File: src/rtl/as_pack.sv
// Shared width constants for the GPIO write buffer and its users.
package as_pack;
  localparam int unsigned nr_gpios        = 16;
  localparam int unsigned gpio_addr_width = 8;
endpackage

File: src/rtl/as_gpio_wrbuf.sv
// Buffers core stores that hit the GPIO window and replays them as single-cycle
// cs_o strobes separated by a fixed idle gap.
module as_gpio_wrbuf
  import as_pack::*;
#(
  parameter logic [63:0] GPIO_BASE  = 64'h0000_0000_0000_1000,
  parameter int unsigned FIFO_DEPTH = 4,
  parameter int unsigned GAP_CYC    = 2
) (
  input  logic                       clk_i,
  input  logic                       rst_i,
  input  logic                       dMemWr_i,
  input  logic [63:0]                dMemAddr_i,
  input  logic [63:0]                dMemData_i,
  output logic                       stall_o,
  output logic [nr_gpios-1:0]        gpio_o,
  output logic [gpio_addr_width-1:0] gpioAddr_o,
  output logic                       cs_o
);

  localparam int unsigned PW = $clog2(FIFO_DEPTH);
  localparam int unsigned EW = gpio_addr_width + nr_gpios;
  localparam int unsigned CW = (GAP_CYC > 1) ? $clog2(GAP_CYC) : 1;
  localparam logic [PW:0] DEPTH_C = (PW+1)'(FIFO_DEPTH);

  localparam logic [1:0] IDLE   = 2'd0;
  localparam logic [1:0] STROBE = 2'd1;
  localparam logic [1:0] GAP    = 2'd2;

  logic          hit, full, empty, push, pop;
  logic [PW:0]   wptr, rptr, count;
  logic [EW-1:0] mem [FIFO_DEPTH];
  logic [1:0]    state;
  logic [CW-1:0] gap_cnt;
  logic          unused_data;

  assign unused_data = ^dMemData_i[63:nr_gpios];

  assign hit     = dMemAddr_i[63:gpio_addr_width] == GPIO_BASE[63:gpio_addr_width];
  assign count   = wptr - rptr;
  assign full    = count == DEPTH_C;
  assign empty   = count == '0;
  assign stall_o = dMemWr_i & hit & full;
  assign push    = dMemWr_i & hit & ~full;

  // The last gap cycle doubles as the idle cycle, so a queued entry pops there
  // and the low time between strobes is exactly GAP_CYC cycles.
  assign pop = ~empty & ((state == IDLE) | ((state == GAP) & (gap_cnt == '0)));

  always_ff @(posedge clk_i) begin
    if (push) begin
      mem[wptr[PW-1:0]] <= {dMemAddr_i[gpio_addr_width-1:0], dMemData_i[nr_gpios-1:0]};
    end
  end

  always_ff @(posedge clk_i or negedge rst_i) begin
    if (!rst_i) begin
      wptr <= '0;
      rptr <= '0;
    end else begin
      if (push) wptr <= wptr + 1'b1;
      if (pop)  rptr <= rptr + 1'b1;
    end
  end

  always_ff @(posedge clk_i or negedge rst_i) begin
    if (!rst_i) begin
      state      <= IDLE;
      gap_cnt    <= '0;
      gpio_o     <= '0;
      gpioAddr_o <= '0;
      cs_o       <= 1'b0;
    end else begin
      cs_o <= 1'b0;
      if (pop) begin
        {gpioAddr_o, gpio_o} <= mem[rptr[PW-1:0]];
        cs_o  <= 1'b1;
        state <= STROBE;
      end else begin
        case (state)
          STROBE: begin
            state   <= GAP;
            gap_cnt <= CW'(GAP_CYC - 1);
          end
          GAP: begin
            if (gap_cnt == '0) state <= IDLE;
            else               gap_cnt <= gap_cnt - 1'b1;
          end
          default: state <= IDLE;
        endcase
      end
    end
  end

endmodule
File: config.mk
export PLATFORM = sky130hd
export DESIGN_NAME = as_gpio_wrbuf
export DESIGN_NICKNAME = d
export VERILOG_FILES = /design/src/rtl/as_pack.sv /design/src/rtl/as_gpio_wrbuf.sv
export SDC_FILE = /design/constraint.sdc
export NUM_CORES = 1
export LEC_CHECK = 0
export CAP_MARGIN = 15
export CORE_MARGIN = 2
export CORE_UTILIZATION = 60
export CTS_BUF_LIST = sky130_fd_sc_hd__clkbuf_2
export DETAILED_ROUTE_END_ITERATION = 10
export DONT_BUFFER_PORTS = 1
export GPL_ROUTABILITY_DRIVEN = 0
export GPL_TIMING_DRIVEN = 1
export HOLD_SLACK_MARGIN = 0.06
export PLACE_DENSITY = 0.86
export SETUP_SLACK_MARGIN = 0.15
export SLEW_MARGIN = 20
export SYNTH_ARGS = -nofsm -noshare
export SYNTH_HDL_FRONTEND = slang
export SYNTH_SLANG_ARGS = --single-unit
File: constraint.sdc
create_clock -name clk_i -period 3.4 [get_ports clk_i]
set_clock_uncertainty 0.05 [all_clocks]
set_input_delay 0.51 -clock clk_i [delete_from_list [all_inputs] [get_ports clk_i]]
set_output_delay 0.51 -clock clk_i [all_outputs]
set_load 0.03 [all_outputs]
==> results.py, run 1 <==
metrics = {
    "worst_hold_path": {
        "hp-start": "dMemAddr_i[35]",
        "min_path_type": "in2reg",
        "min_path_cells": 5,
        "min_to": "wptr[1]",
    },
    "drt": {
        "detail-route-antenna-nets": 0,
        "drc": 0,
        "drt_first_pass_iters": 4,
        "drt-wirelength-per-cell_um": 21.84,
        "viasPerCell": 5.923,
        "drtIter0Drc": 166,
        "drt-total-wl_um": 9063,
        "vias": 2458,
    },
    "synthesis": {
        "muxShareOfSynthArea_pct": 17.10,
        "ys_seq_area_share_pct": 72.06,
        "syn_nets": 393,
        "yosysMostFrequentCell": "edfxtp_1",
        "synth_commonest_cells": "edfxtp_1, dfrtp_1, mux4_2",
        "synth_top_family_by_area": "multiplexers",
        "yosys.area.top_type_share_pct": 55.64,
        "synthAdderAreaFrac_pct": 2.415,
        "async_flop_share_pct": 26.15,
        "syn_inst": 252,
        "synth_top_area_cell": "edfxtp_1",
        "ys_types": 30,
        "synth-edff-count": 96,
        "ys_warn_count": 0,
        "avgSynthCellArea_um2": 20.56,
        "synth_top_flop_cell": "edfxtp_1",
        "synthesis.area_um2": 5181,
        "ys_ff_latch": 130,
        "synth-xor-area-share_pct": 1.014,
        "yosys.area_share.simple_pct": 4.733,
        "synth_compound_area_share_pct": 0.9901,
        "yosys-top-cells-area": "edfxtp_1, dfrtp_1, mux4_2",
    },
    "run": {
        "maxCapViolations": 0,
    },
    "clocking": {
        "path_clk_slew_ns": 0.16,
        "cts_tree": "done",
        "insertion_delay_ns": 0.67,
        "clock-sinks": 130,
        "cts_setup_buffers": 0,
        "ctsHoldBuffers": 26,
        "cts.repair.resized": 0,
        "cts_buffers": 17,
        "clockBufferDepth": 2,
        "cts_root_buf": "clkbuf_2",
        "h-tree-depth": 4,
    },
    "final_layout": {
        "n_fill_cell": 495,
        "insertedDiodeCount": 0,
        "area_delta_synth_final_pct": 12.97,
        "layout.nets": 438,
        "drive_gt1_share_pct": 31.94,
        "final_util_pct": 70.53,
    },
    "power_and_ir_drop": {
        "pwr-share-seq_pct": 62.1,
        "swShare_pct": 21.69,
        "p_leak_nw": 2.130,
        "p_per_area_nw_per_um2": 468.9,
        "power_frac_clock_pct": 36.1,
        "max-vdd-ir-drop_mv": 0.3449,
        "p_switching_mw": 0.5954,
        "comb_power_share_pct": 1.8,
        "internal-power_mw": 2.149,
    },
    "global_route": {
        "grt_pass1_vias": 2671,
        "busiest_layer": "met2",
        "grt.total_usage_pct": 20.92,
        "grtUsageMet2_pct": 33.71,
        "antenna_found_initial": 0,
        "grt_max_degree": 35,
        "met1_usage_pct": 27.36,
        "grt.overflow.total": 0,
        "met3_usage_pct": 7.731,
        "grt_pass1_wl_um": 14480,
    },
    "placed_design": {
        "port_buffers": 0,
        "dpl.hpwl_um": 5438,
    },
    "status": {
        "status": "complete, no violations",
    },
    "floorplanning": {
        "core_area_um2": 8299,
        "ios": 157,
        "die_area_um2": 9394,
        "die_w_um": 96.93,
        "die_height_um": 96.93,
        "initial_utilization_pct": 62.43,
        "rows": 33,
    },
    "worst_setup_path": {
        "cp_data_required_time_ns": 2.84,
        "r2r_end": "gpioAddr_o[5]",
        "cp-start-kind": "register",
        "arrival_ns": 2.32,
        "path_max_fanout": 7,
        "critPathCaptureType": "output pin",
        "worst-r2r-cell-count": 7,
        "path_class": "reg2out",
        "r2r_slack_ns": 0.99,
        "r2r_start": "wptr[0]",
    },
    "sta": {
        "rsz0062_at_grt": "no",
        "final_max_slew_viol_count": 0,
        "relSlewSlack_pct": 65.51,
        "fmax_mhz": 347.1,
        "finalSetupViolCount": 0,
        "worstMarginPinSlew_ns": 0.5174,
        "period_needed_ns": 2.881,
        "setup_tns_ns": 0,
        "hold_viol_final": 0,
        "finalCritPeriodShare_pct": 84.73,
    },
}
## per-stage QoR
stage | instance area (µm²) | power (mW) | cells | hold slack, ns | worst slack, ns
final | 5853 | 2.745 | 415 | 0.1959 | 0.5191
after detailed placement | 5325 | 1.744 | 357 | 0.1651 | 1.009
after global placement | 5325 | 1.744 | 357 | 0.1653 | 1.014
after floorplan | 5181 | 1.744 | 252 | 0.1644 | 0.7276
after global routing | 5853 | 2.843 | 415 | 0.1372 | 0.2683
after CTS | 5853 | 2.749 | 415 | 0.1434 | 0.4720
## flip-flops by register name, summed over array words and instances, names as in the netlist
name / flops
cs_o: 1
gap_cnt: 1
gpioAddr_o: 8
gpio_o: 16
mem: 96
rptr: 3
state: 2
wptr: 3
## worst max path at each step
stage / from / to / slack, ns / cells after the start
after global routing: wptr[0] / stall_o / 0.27 / 7
after floorplan: rptr[1] / mem[0][0] / 0.73 / 8
after detailed placement: wptr[0] / gpioAddr_o[0] / 1.01 / 7
after global placement: dMemAddr_i[40] / stall_o / 1.01 / 5
after CTS: wptr[0] / stall_o / 0.47 / 7
final: wptr[0] / stall_o / 0.52 / 7
## area by class of cell
cell class | instances | area, µm² | share of cell area (%)
repair buffers | 36 | 345.3 | 5.900
clock inverters | 13 | 162.7 | 2.779
well taps | 105 | 131.4 | 2.245
flip-flops and latches | 130 | 3735 | 63.81
clock buffers | 19 | 95.09 | 1.625
inverters | 6 | 22.52 | 0.3848
multi-input cells | 106 | 1361 | 23.26
## placed cells by master, fill, tap and decap left out, types with 2 or more instances in the layout
master | netlist | routed
edfxtp_1 | 96 | 96
dfrtp_1 | 34 | 33
dlygate4sd3_1 | 0 | 25
mux4_2 | 24 | 24
mux2_4 | 20 | 20
clkbuf_2 | 0 | 19
ha_1 | 10 | 10
buf_4 | 0 | 10
nor4_1 | 8 | 8
inv_1 | 6 | 6
clkinv_4 | 0 | 5
xnor2_1 | 4 | 4
nand2_1 | 4 | 4
mux2_2 | 4 | 4
o21ai_0 | 4 | 4
clkinv_2 | 0 | 4
nor2b_1 | 3 | 3
nand3_1 | 3 | 3
nor4_2 | 3 | 3
nand4_1 | 3 | 3
and3_1 | 3 | 3
bufinv_16 | 0 | 3
xor2_1 | 2 | 2
o31ai_1 | 2 | 2
## cells by family after synthesis
group                      Yosys count
AOI/OAI and AO/OA                    8
muxes                               48
buffers and inverters               16
DFF                                130
xor gates and xnor gates             6
adders and majority gates           10
and+or+nand+nor                     34
## metal layers
metal / share of wire [%] / vias to the layer above
met5: 0 / -
met4: 0.99 / 0
met3: 5.8 / 12
met2: 51 / 74
met1: 42 / 1264
li1: - / 1108
## power groups by stage
stage | Sequential (mW) | Combinational (mW) | Clock [mW]
2_1_floorplan | 1.74 | 0.00433 | 0
3_3_place_gp | 1.74 | 0.00447 | 0
3_5_place_dp | 1.74 | 0.00470 | 0
4_1_cts | 1.70 | 0.0501 | 0.994
5_1_grt | 1.71 | 0.0557 | 1.08
6_report | 1.70 | 0.0503 | 0.990
## worst max-delay path, cell delays in order, from the launching register on
cell and delay [ns]:
dfrtp_1 0.44, inv_1 0.15, ha_1 0.16, nor2b_1 0.15, xnor2_1 0.16, nand3_1 0.24, nor2b_1 0.20, buf_4 0.18
(Power assumes the default switching activity.)
==> inputs of run 2 (changes only) <==
CORE_UTILIZATION = 59   (was 60)
PLACE_DENSITY = 0.88   (was 0.86)
clock period = 2.5 ns   (was 3.4 ns; I/O delays follow)
==> run 2 against run 1 <==
Compared with the run above:
- core utilization fell by 1.1 points
- cell area up 2.4%
- power increased by 30%
- combinational power is 43% higher
- cell count rose by 3.1%
- flip-flop and latch count stayed put
- routed wire length up 4.2%
- critical path type unchanged
==> results.py, run 2 (synthesized netlist as in run 1, its figures left out) <==
metrics = {
    "worst_setup_path": {
        "r2r_slack_ns": 0.51,
        "path_max_fanout": 2,
        "arrival_ns": 2.01,
        "cp-start-kind": "register",
        "path_class": "reg2out",
        "cp_data_required_time_ns": 2.08,
        "r2r_start": "rptr[0]",
        "critPathCaptureType": "output pin",
        "r2r_end": "mem[2][20]",
        "worst-r2r-cell-count": 7,
    },
    "placed_design": {
        "dpl.hpwl_um": 5596,
        "port_buffers": 0,
        "placed_cell_area_um2": 5388,
    },
    "final_layout": {
        "drive_gt1_share_pct": 35.63,
        "area_delta_synth_final_pct": 15.72,
        "insertedDiodeCount": 0,
        "n_fill_cell": 513,
        "layout_common_cells": "edfxtp_1, dfrtp_1, dlygate4sd3_1, mux4_2, mux2_4",
        "stdcell_area_um2": 5996,
        "final_common_cell": "edfxtp_1",
        "largest_reg_flops": 96,
        "layout.nets": 448,
    },
    "global_route": {
        "grt_pass1_vias": 2821,
        "grt_max_degree": 30,
        "grt.total_usage_pct": 21.63,
        "grt.overflow.total": 0,
        "antenna_found_initial": 0,
        "grt_pass1_wl_um": 15170,
    },
    "power_and_ir_drop": {
        "comb_power_share_pct": 2.0,
        "max-vdd-ir-drop_mv": 0.5424,
        "power.total_mw": 3.574,
        "p_switching_mw": 0.8491,
        "swShare_pct": 23.76,
        "power_frac_clock_pct": 33.1,
        "p_per_area_nw_per_um2": 596.0,
        "p_leak_nw": 2.165,
        "internal-power_mw": 2.724,
        "pwr-share-seq_pct": 64.9,
    },
    "drt": {
        "drt_first_pass_iters": 4,
        "drt-wirelength-per-cell_um": 22.06,
        "drtIter0Drc": 183,
        "viasPerCell": 5.958,
        "drt-total-wl_um": 9440,
        "vias": 2550,
        "detail-route-antenna-nets": 0,
        "drc": 0,
    },
    "sta": {
        "final_max_slew_viol_count": 0,
        "rsz0062_at_grt": "yes",
        "finalSetupViolCount": 0,
        "worstMarginPinSlew_ns": 0.5229,
        "finalCritPeriodShare_pct": 97.39,
        "period_needed_ns": 2.435,
        "fmax_mhz": 410.7,
        "relSlewSlack_pct": 65.14,
        "hold_viol_final": 0,
    },
    "floorplanning": {
        "die_area_um2": 9547,
        "core_area_um2": 8636,
        "die_w_um": 97.71,
        "die_height_um": 97.71,
        "rows": 34,
        "ios": 157,
        "initial_utilization_pct": 60.00,
    },
    "clocking": {
        "cts_root_buf": "clkbuf_2",
        "clock-sinks": 130,
        "cts_tree": "done",
        "cts_buffers": 17,
        "h-tree-depth": 4,
        "clockBufferDepth": 2,
        "insertion_delay_ns": 0.67,
        "path_clk_slew_ns": 0.18,
    },
    "run": {
        "maxCapViolations": 0,
    },
    "worst_hold_path": {
        "min_path_type": "in2reg",
        "hp-start": "dMemAddr_i[53]",
        "min_path_cells": 5,
        "min_to": "wptr[0]",
    },
    "status": {
        "status": "complete, no violations",
    },
}
-- run 2: critical path: stages, from the launching register on --
cell and delay, ns:
dfrtp_2 0.47, ha_4 0.16, nor2b_4 0.12, xnor2_2 0.18, nand3_2 0.13, nor2b_2 0.15, buf_6 0.14
-- run 2: power groups by stage --
stage / Clock (mW) / Sequential, mW / Combinational, mW
after floorplan: 0 / 2.37 / 0.00589
after global placement: 0 / 2.37 / 0.00617
after detailed placement: 0 / 2.37 / 0.00637
after CTS: 1.20 / 2.32 / 0.0719
after global routing: 1.28 / 2.32 / 0.0793
final: 1.18 / 2.32 / 0.0718
-- run 2: what timing repair did --
action | CTS | global route
hold buffers | 29 | 0
hold endpoints to repair | 131 | 0
resized for setup | 9 | 2
endpoints found under the setup margin | 1 | 1
pin swaps | 3 | 2
setup buffers | 4 | 1
cloned | 0 | 0
-- run 2: how the worst max path moves through the flow --
stage | from | to | slack [ns] | depth (start not counted)
after floorplan | rptr[1] | mem[2][0] | 0.18 | 8
after global placement | dMemAddr_i[43] | mem[3][7] | 0.28 | 4
after detailed placement | dMemAddr_i[43] | mem[3][7] | 0.24 | 4
after CTS | rptr[0] | stall_o | -0.002 | 6
after global routing | wptr[0] | stall_o | -0.05 | 7
final | rptr[0] | stall_o | 0.07 | 6
-- run 2: layout make-up --
type / instances / area, µm² / area share (%)
Tap cell: 108 / 135.1 / 2.254
Timing Repair Buffer: 46 / 469.2 / 7.826
Sequential cell: 130 / 3735 / 62.29
Multi-Input combinational cell: 106 / 1420 / 23.69
Clock inverter: 15 / 128.9 / 2.149
Clock buffer: 17 / 85.08 / 1.419
Inverter: 6 / 22.52 / 0.3756
-- run 2: per-layer routing --
| layer | up-vias | global-route usage [%] | share of wire [%] |
|---|---|---|---|
| li1 | 1126 | - | - |
| met1 | 1335 | 28.09 | 40 |
| met2 | 77 | 34.43 | 53 |
| met3 | 12 | 7.410 | 5.9 |
| met4 | 0 | 8.226 | 1.1 |
| met5 | - | 0 | 0 |
-- run 2: through the flow --
| step | util, % | cells | setup slack (ns) | setup TNS, ns | hold WS, ns |
|---|---|---|---|---|---|
| 6_report | 69.43 | 428 | 0.06535 | 0 | 0.1987 |
| 5_1_grt | 69.43 | 428 | -0.05433 | -0.05433 | 0.2013 |
| 4_1_cts | 69.14 | 427 | -0.002460 | -0.002460 | 0.1530 |
| 3_5_place_dp | 62.39 | 362 | 0.2396 | 0 | 0.02996 |
| 3_3_place_gp | 62.39 | 362 | 0.2755 | 0 | 0.03007 |
| 2_1_floorplan | - | 252 | 0.1834 | 0 | 0.02941 |
